===== src/rtl/instr_fetch_seq.sv =====
// ---------------------------------------------------------------------------
// instr_fetch_seq
// Instruction fetch/dispatch sequencer. Holds the program counter, reads
// instruction words from synchronous program memory, latches them, and
// hands each one to the execution FSM with a one-cycle start pulse. It then
// waits for the execution FSM's done/pcInc handshake before advancing.
//
// Optional build macro: WDOG_EN adds a WAIT-state watchdog. If done does not
// arrive within WDOG_CYCLES WAIT cycles, the sticky fault flag is set and the
// sequencer halts. Without the macro, WAIT lasts indefinitely and fault is 0.
//
// Ports
//   clk          system clock, rising edge
//   rst          asynchronous active-low reset
//   memData      program memory read data (valid one cycle after memRd)
//   done         execution FSM finished the current instruction
//   pcInc        execution FSM requests PC+1 (may precede or coincide with done)
//   memAddr      program memory address (always the PC)
//   memRd        program memory read strobe
//   instruction  latched instruction word
//   start        one-cycle pulse: execution FSM should begin
//   busy         high in DISPATCH and WAIT
//   halted       high in HALT
//   fault        watchdog fault (WDOG_EN builds only)
// ---------------------------------------------------------------------------
module instr_fetch_seq #(
  parameter int         ADDR_W      = 8,
  parameter logic [3:0] HALT_OP     = 4'b1111,
  parameter int         WDOG_CYCLES = 16
) (
  input  logic              clk,
  input  logic              rst,
  input  logic [15:0]       memData,
  input  logic              done,
  input  logic              pcInc,
  output logic [ADDR_W-1:0] memAddr,
  output logic              memRd,
  output logic [15:0]       instruction,
  output logic              start,
  output logic              busy,
  output logic              halted,
  output logic              fault
);

  typedef enum logic [2:0] {
    FETCH    = 3'd0,
    LATCH    = 3'd1,
    DISPATCH = 3'd2,
    WAIT     = 3'd3,
    HALT     = 3'd4
  } state_t;

  state_t            state_reg, state_next;
  logic [ADDR_W-1:0] pc_reg, pc_next;
  logic [15:0]       instr_reg, instr_next;
  logic              inc_flag_reg, inc_flag_next;
  // Low for the first cycle after reset release. While reset is held the
  // state sits in FETCH but memRd must read 0, so the first real FETCH
  // cycle is the one after this flag rises.
  logic              armed_reg;

`ifdef WDOG_EN
  localparam int CW = $clog2(WDOG_CYCLES + 1);
  logic [CW-1:0] wdog_reg, wdog_next;
  logic          fault_reg, fault_next;
`endif

  always_ff @(posedge clk or negedge rst) begin
    if (!rst) begin
      state_reg    <= FETCH;
      pc_reg       <= '0;
      instr_reg    <= 16'h0000;
      inc_flag_reg <= 1'b0;
      armed_reg    <= 1'b0;
`ifdef WDOG_EN
      wdog_reg     <= '0;
      fault_reg    <= 1'b0;
`endif
    end else begin
      state_reg    <= state_next;
      pc_reg       <= pc_next;
      instr_reg    <= instr_next;
      inc_flag_reg <= inc_flag_next;
      armed_reg    <= 1'b1;
`ifdef WDOG_EN
      wdog_reg     <= wdog_next;
      fault_reg    <= fault_next;
`endif
    end
  end

  always_comb begin
    state_next    = state_reg;
    pc_next       = pc_reg;
    instr_next    = instr_reg;
    inc_flag_next = inc_flag_reg;
`ifdef WDOG_EN
    wdog_next     = wdog_reg;
    fault_next    = fault_reg;
`endif
    case (state_reg)
      FETCH: begin
        if (armed_reg) state_next = LATCH;
      end
      LATCH: begin
        instr_next    = memData;
        inc_flag_next = 1'b0;
        state_next    = (memData[15:12] == HALT_OP) ? HALT : DISPATCH;
      end
      DISPATCH: begin
        state_next = WAIT;
`ifdef WDOG_EN
        wdog_next  = '0;
`endif
      end
      WAIT: begin
        if (done) begin
          // pcInc seen earlier in this WAIT, or alongside done, gives one +1.
          if (inc_flag_reg || pcInc) pc_next = pc_reg + ADDR_W'(1);
          state_next = FETCH;
        end else begin
          if (pcInc) inc_flag_next = 1'b1;
`ifdef WDOG_EN
          if (wdog_reg == CW'(WDOG_CYCLES - 1)) begin
            fault_next = 1'b1;
            state_next = HALT;
          end else begin
            wdog_next = wdog_reg + CW'(1);
          end
`endif
        end
      end
      HALT: begin
        state_next = HALT;
      end
      default: begin
        state_next = FETCH;
      end
    endcase
  end

  assign memAddr     = pc_reg;
  assign memRd       = (state_reg == FETCH) && armed_reg;
  assign instruction = instr_reg;
  assign start       = (state_reg == DISPATCH);
  assign busy        = (state_reg == DISPATCH) || (state_reg == WAIT);
  assign halted      = (state_reg == HALT);
`ifdef WDOG_EN
  assign fault       = fault_reg;
`else
  assign fault       = 1'b0;
`endif

endmodule


===== config.mk =====
export PLATFORM = sky130hd
export DESIGN_NAME = instr_fetch_seq
export DESIGN_NICKNAME = d
export VERILOG_FILES = /design/src/rtl/instr_fetch_seq.sv
export SDC_FILE = /design/constraint.sdc
export NUM_CORES = 1
export LEC_CHECK = 0
export ABC_AREA = 1
export BUFFER_PORTS_ARGS = -buffer_cell sky130_fd_sc_hd__buf_2
export CAP_MARGIN = 30
export CORE_MARGIN = 2
export CORE_UTILIZATION = 48
export CTS_CLUSTER_SIZE = 40
export DETAILED_ROUTE_END_ITERATION = 8
export PLACE_DENSITY = 0.81
export SLEW_MARGIN = 20
export SYNTH_ARGS = -nofsm -noshare
export SYNTH_HDL_FRONTEND = slang
export SYNTH_SLANG_ARGS = --single-unit

===== constraint.sdc =====
create_clock -name clk -period 1.6 [get_ports clk]
set_input_delay 0.16 -clock clk [delete_from_list [all_inputs] [get_ports clk]]
set_output_delay 0.16 -clock clk [all_outputs]
set_load 0.01 [all_outputs]

# Yosys cells after proc, flatten, opt, wreduce, memory -nomap -nowiden
# Cells that the tools add are included.
# classes
div,0
bitwise,0
multipliers,0
shift,0
magnitude_cmp,0
reduce_logical,8
eq_ne,9
n_mux,7
add_sub_neg,1
# op_table
operator,n
$pmux 3 s5,1
$mux 3,3
$add 8x1->8 const B,1
$ne 2x2->1 const B,4
$eq 3x2->1 const B,2
$reduce_and 3->1,2
$eq 4x4->1 const B,1
$eq 3x1->1 const B,1
$eq 3x3->1 const B,1
$logic_not 3->1,1
$logic_or 1x1->1,2
$mux 1,2
$pmux 1 s2,1
$reduce_and 2->1,1
$reduce_bool 2->1,1
$logic_and 1x1->1,1
# word_totals
romBits,0
word_cells,30
reg_bits,29
latch_bits,0
output_inout_bits,29
n_memories,0
mem_bits_rw,0

# Longest topological paths before layout
# logic_depth
word_depth,3
depth_mapped,7

# Least setup slack after synthesis
# No wires, ideal clock.
# synth_path
path_kind,reg2reg
from,register state_reg[2]
to,"register instr_reg[10], in the netlist instruction[10]"
path_buffers,1
stages_incl_launch_ff,6
path_slack_ns,0.378
arrival_ns,1.105
setup_ns,0.117
required_time_ns,1.483
cell_sequence,dfrtp_1 > nor3_4 > inv_4 > buf_6 > nand2_1 > nand2_1
# synth_between
elab_chain_cells,1
# synth_lines
item,line_no,rtl
start: declaration,53,"state_t state_reg, state_next;"
start signal: assignment,80,state_reg <= state_next;
$eq 3x1->1,101,case (state_reg)
end signal: assignment,82,instr_reg <= instr_next;
end: declaration,55,"logic [15:0] instr_reg, instr_next;"
# No other way between the ends.
# A chain may end at the register's enable or synchronous reset.

# Worst setup path in the final report
# layout_path
from,register state_reg[2]
to,output port start
# layout_between
elab_chain_cells,1
# layout_lines
item,line_no,rtl
$eq 3x2->1,145,assign start = (state_reg == DISPATCH);
end: declaration,39,"output logic start,"
# No other way between the ends.

==> results.sh <==
export IMPL_dieHeight_microns=56.39
export IMPL_fin_crit_ps=1456
export IMPL_pwr_share_comb_pct=43.0
export IMPL_wirelength_mm=2.538
export IMPL_h_tree_depth=2
export IMPL_cp_slowest_cell="dfrtp_1"
export IMPL_yosysTopAreaCell="dfrtp_1"
export IMPL_pwr_share_clk_pct=13.9
export IMPL_tightest_slew_ps=625.8
export IMPL_fin_crit_sh_pct=90.99
export IMPL_root_buffer="clkbuf_4"
export IMPL_synth_edf_count=0
export IMPL_max_stage_delay_ps=430
export IMPL_top_usage_layer="met2"
export IMPL_dieArea_sq_um=3180
export IMPL_hold_viol=0
export IMPL_internal_power_uw=1641
export IMPL_dr_pass1_iters=4
export IMPL_drv_slew=0
export IMPL_coreArea_sq_um=2545
export IMPL_rows=18
export IMPL_ys_ff_latch=29
export IMPL_largest_reg_flops=16
export IMPL_synthArstFlopShare_pct=100.0
export IMPL_drtIter0Drc=31
export IMPL_start_kind="flip-flop"
export IMPL_synth_top_area_share_pct=55.08
export IMPL_postSynthAreaPerCell_sq_um=8.234
export IMPL_maxSlewHeadroom_pct=58.28
export IMPL_ios=49
export IMPL_switching_power_uw=1159
export IMPL_remaining_drc_errors=0
export IMPL_ys_flop_type="dfrtp_1"
export IMPL_met1_usage_pct=22.06
export IMPL_synth_commonest_cells="nand2_1 (79), dfrtp_1 (29), nor2_1 (14)"
export IMPL_rsz0062_at_grt="no"
export IMPL_yosysUniqueCellTypes=21
export IMPL_initial_core_util_pct=51.77
export IMPL_numCtsBuffers=5
export IMPL_antenna_found_initial=0
export IMPL_antenna_cells=0
export IMPL_vias_per_cell=4.712
export IMPL_end_kind="output port"
export IMPL_fin_skew_ps=3.690
export IMPL_hp_class="primary input to flip-flop"
export IMPL_critPathKind="flip-flop to output port"
export IMPL_vias=1145
export IMPL_nNetsFinal=235
export IMPL_fmax_ghz=0.6869
export IMPL_grt_pass1_wl_mm=4.457
export IMPL_dp_hpwl_mm=1.904
export IMPL_crit_family="flip-flops"
export IMPL_p_leak_uw=0.0009296
export IMPL_yosys_warnings=0
export IMPL_grt_max_degree=30
export IMPL_syn_to_final_growth_pct=23.55
export IMPL_p_seq_share_pct=43.1
export IMPL_final_design_area_no_fill_sq_um=1628
export IMPL_netlist_instances=160
export IMPL_ant_nets=0
export IMPL_cts_clk_slew_worst_paths_ps=80
export IMPL_grt_usage_pct=18.05
export IMPL_status="finished clean"
export IMPL_arrival_ps=1300
export IMPL_io_buffers=47
export IMPL_drive_above_1_share_pct=28.17
export IMPL_syn_nets=181
export IMPL_synth_area_top_cells="dfrtp_1 (55%), nand2_1 (23%), nor2_1 (4.0%)"
export IMPL_place_area_sq_um=1575
export IMPL_synth_cell_area_sq_um=1318
export IMPL_grt_pass1_vias=1046
export IMPL_gr_usage_met3_pct=8.065
export IMPL_crit_fanout=5
export IMPL_worstSkewPairLatency_ps=330
export IMPL_peakVddDrop_mv=1.181
export IMPL_crit_buf_inv=2
export IMPL_die_x_microns=56.39
export IMPL_cts_tree="built"
export IMPL_post_cts_resize_count=0
export IMPL_drv_cap=0
export IMPL_powerDensity_nw_per_um2=1720
export IMPL_grt_overflow_total=0
export IMPL_switching_share_pct=41.40
export IMPL_yosysMostFrequentCell="nand2_1"
export IMPL_ys_seq_area_share_pct=55.08
export IMPL_routedWlPerCell_microns=10.44
export IMPL_finalSetupViolCount=0
export IMPL_met2_usage_pct=29.41
export IMPL_cts_num_sinks=29
export IMPL_path_cells="inv_1 -> nand2_1 -> nor2_1 -> buf_2"
export IMPL_cp_required_ps=1440
export IMPL_place_congestion=0.8171
export IMPL_fin_setup_tns_ps=0
export IMPL_cts_buffer_depth=2
## metrics by stage
| step | setup WS [ps] | hold WS [ps] | total power, uW | util (%) | cells |
|---|---|---|---|---|---|
| finish | 144.2 | 28.52 | 2800 | 63.96 | 243 |
| floorplan | 378.3 | -135.6 | 2004 | - | 160 |
| global placement | 405.9 | 213.7 | 2411 | 61.90 | 236 |
| global route | 21.53 | 25.27 | 3060 | 63.96 | 243 |
| CTS | 126.9 | 21.79 | 2829 | 63.96 | 243 |
| detailed placement | 375.1 | 221.5 | 2440 | 61.90 | 236 |
## cell usage in the layout (no fill, tap or decap)
master         netlist  routed
nor2_1              14      14
nand3b_1             2       2
inv_2                1       1
ha_1                 1       1
nor3_4               1       1
o21ai_0              2       2
inv_4                1       1
clkbuf_4             0       5
nor3_1               1       1
xor2_1               2       2
nand4_1              3       3
nand2_1             79      79
a21oi_1              2       2
conb_1               2       2
nand3_1              4       4
clkinv_2             0       1
o22ai_2              1       1
nor2_4               1       1
xnor2_1              1       1
dfrtp_1             29      29
dlygate4sd3_1        0       1
buf_4                1       2
buf_2                0      47
inv_1               10      10
## power groups by stage
stage | Combinational [uW] | Clock (uW) | Sequential [uW]
after floorplan | 687 | 0 | 1320
final | 1200 | 390 | 1210
after global routing | 1380 | 435 | 1250
after CTS | 1230 | 398 | 1210
after global placement | 1200 | 0 | 1210
after detailed placement | 1230 | 0 | 1210
## layer usage
metal	vias to the layer above	wire length, microns
met5	-	0
met3	3	202
met2	42	1207
li1	595	-
met4	0	26
met1	505	1102
## logic make-up after synthesis
kind of cell               Yosys count  synth area share [%]
other                                2                0.5700
xor gates and xnor gates             3                 1.995
buffers and inverters               15                 5.888
DFF                                 29                 55.08
adders and majority gates            1                0.9495
AOI/OAI and AO/OA                    5                 2.469
and+or+nand+nor                    105                 33.05
## worst register-to-register path, stage by stage, from the launching register on
cell     delay, ps
dfrtp_1        430
inv_1          160
nand3_1        150
nor2_4         220
nand2_1         70
nand2_1         60
nand2_1         50
## worst paths after layout
| path | startpoint | to | slack, ps | depth (start not counted) |
|---|---|---|---|---|
| max | state_reg[2]$_DFFE_PN0P_ | start | 140 | 4 |
| min | memData[4] | instruction[4]$_DFFE_PN0N_ | 30 | 3 |
| max reg2reg | state_reg[2]$_DFFE_PN0P_ | memAddr[4]$_DFFE_PN0P_ | 360 | 6 |
| min reg2reg | instruction[5]$_DFFE_PN0N_ | instruction[5]$_DFFE_PN0N_ | 470 | 2 |
| max in group asynchronous | rst | instruction[5]$_DFFE_PN0N_ | 810 | 2 |
| min in group asynchronous | rst | memAddr[5]$_DFFE_PN0P_ | 380 | 2 |
## layout make-up
| class | instances | area, sq um |
|---|---|---|
| timing repair buffer | 50 | 260.3 |
| fill | 227 | 917.1 |
| clock buffer | 5 | 37.54 |
| tap | 30 | 37.54 |
| multi-input combinational | 116 | 514.2 |
| clock inverter | 1 | 5.005 |
| sequential | 29 | 725.7 |
| inverter | 12 | 47.55 |
## what timing repair did
| item | in CTS | in global routing |
|---|---|---|
| hold buffers | 1 | 0 |
| setup buffers | 0 | 0 |
| hold endpoints to repair | 29 | 0 |
No activity file was read; power rests on OpenSTA's default activity.
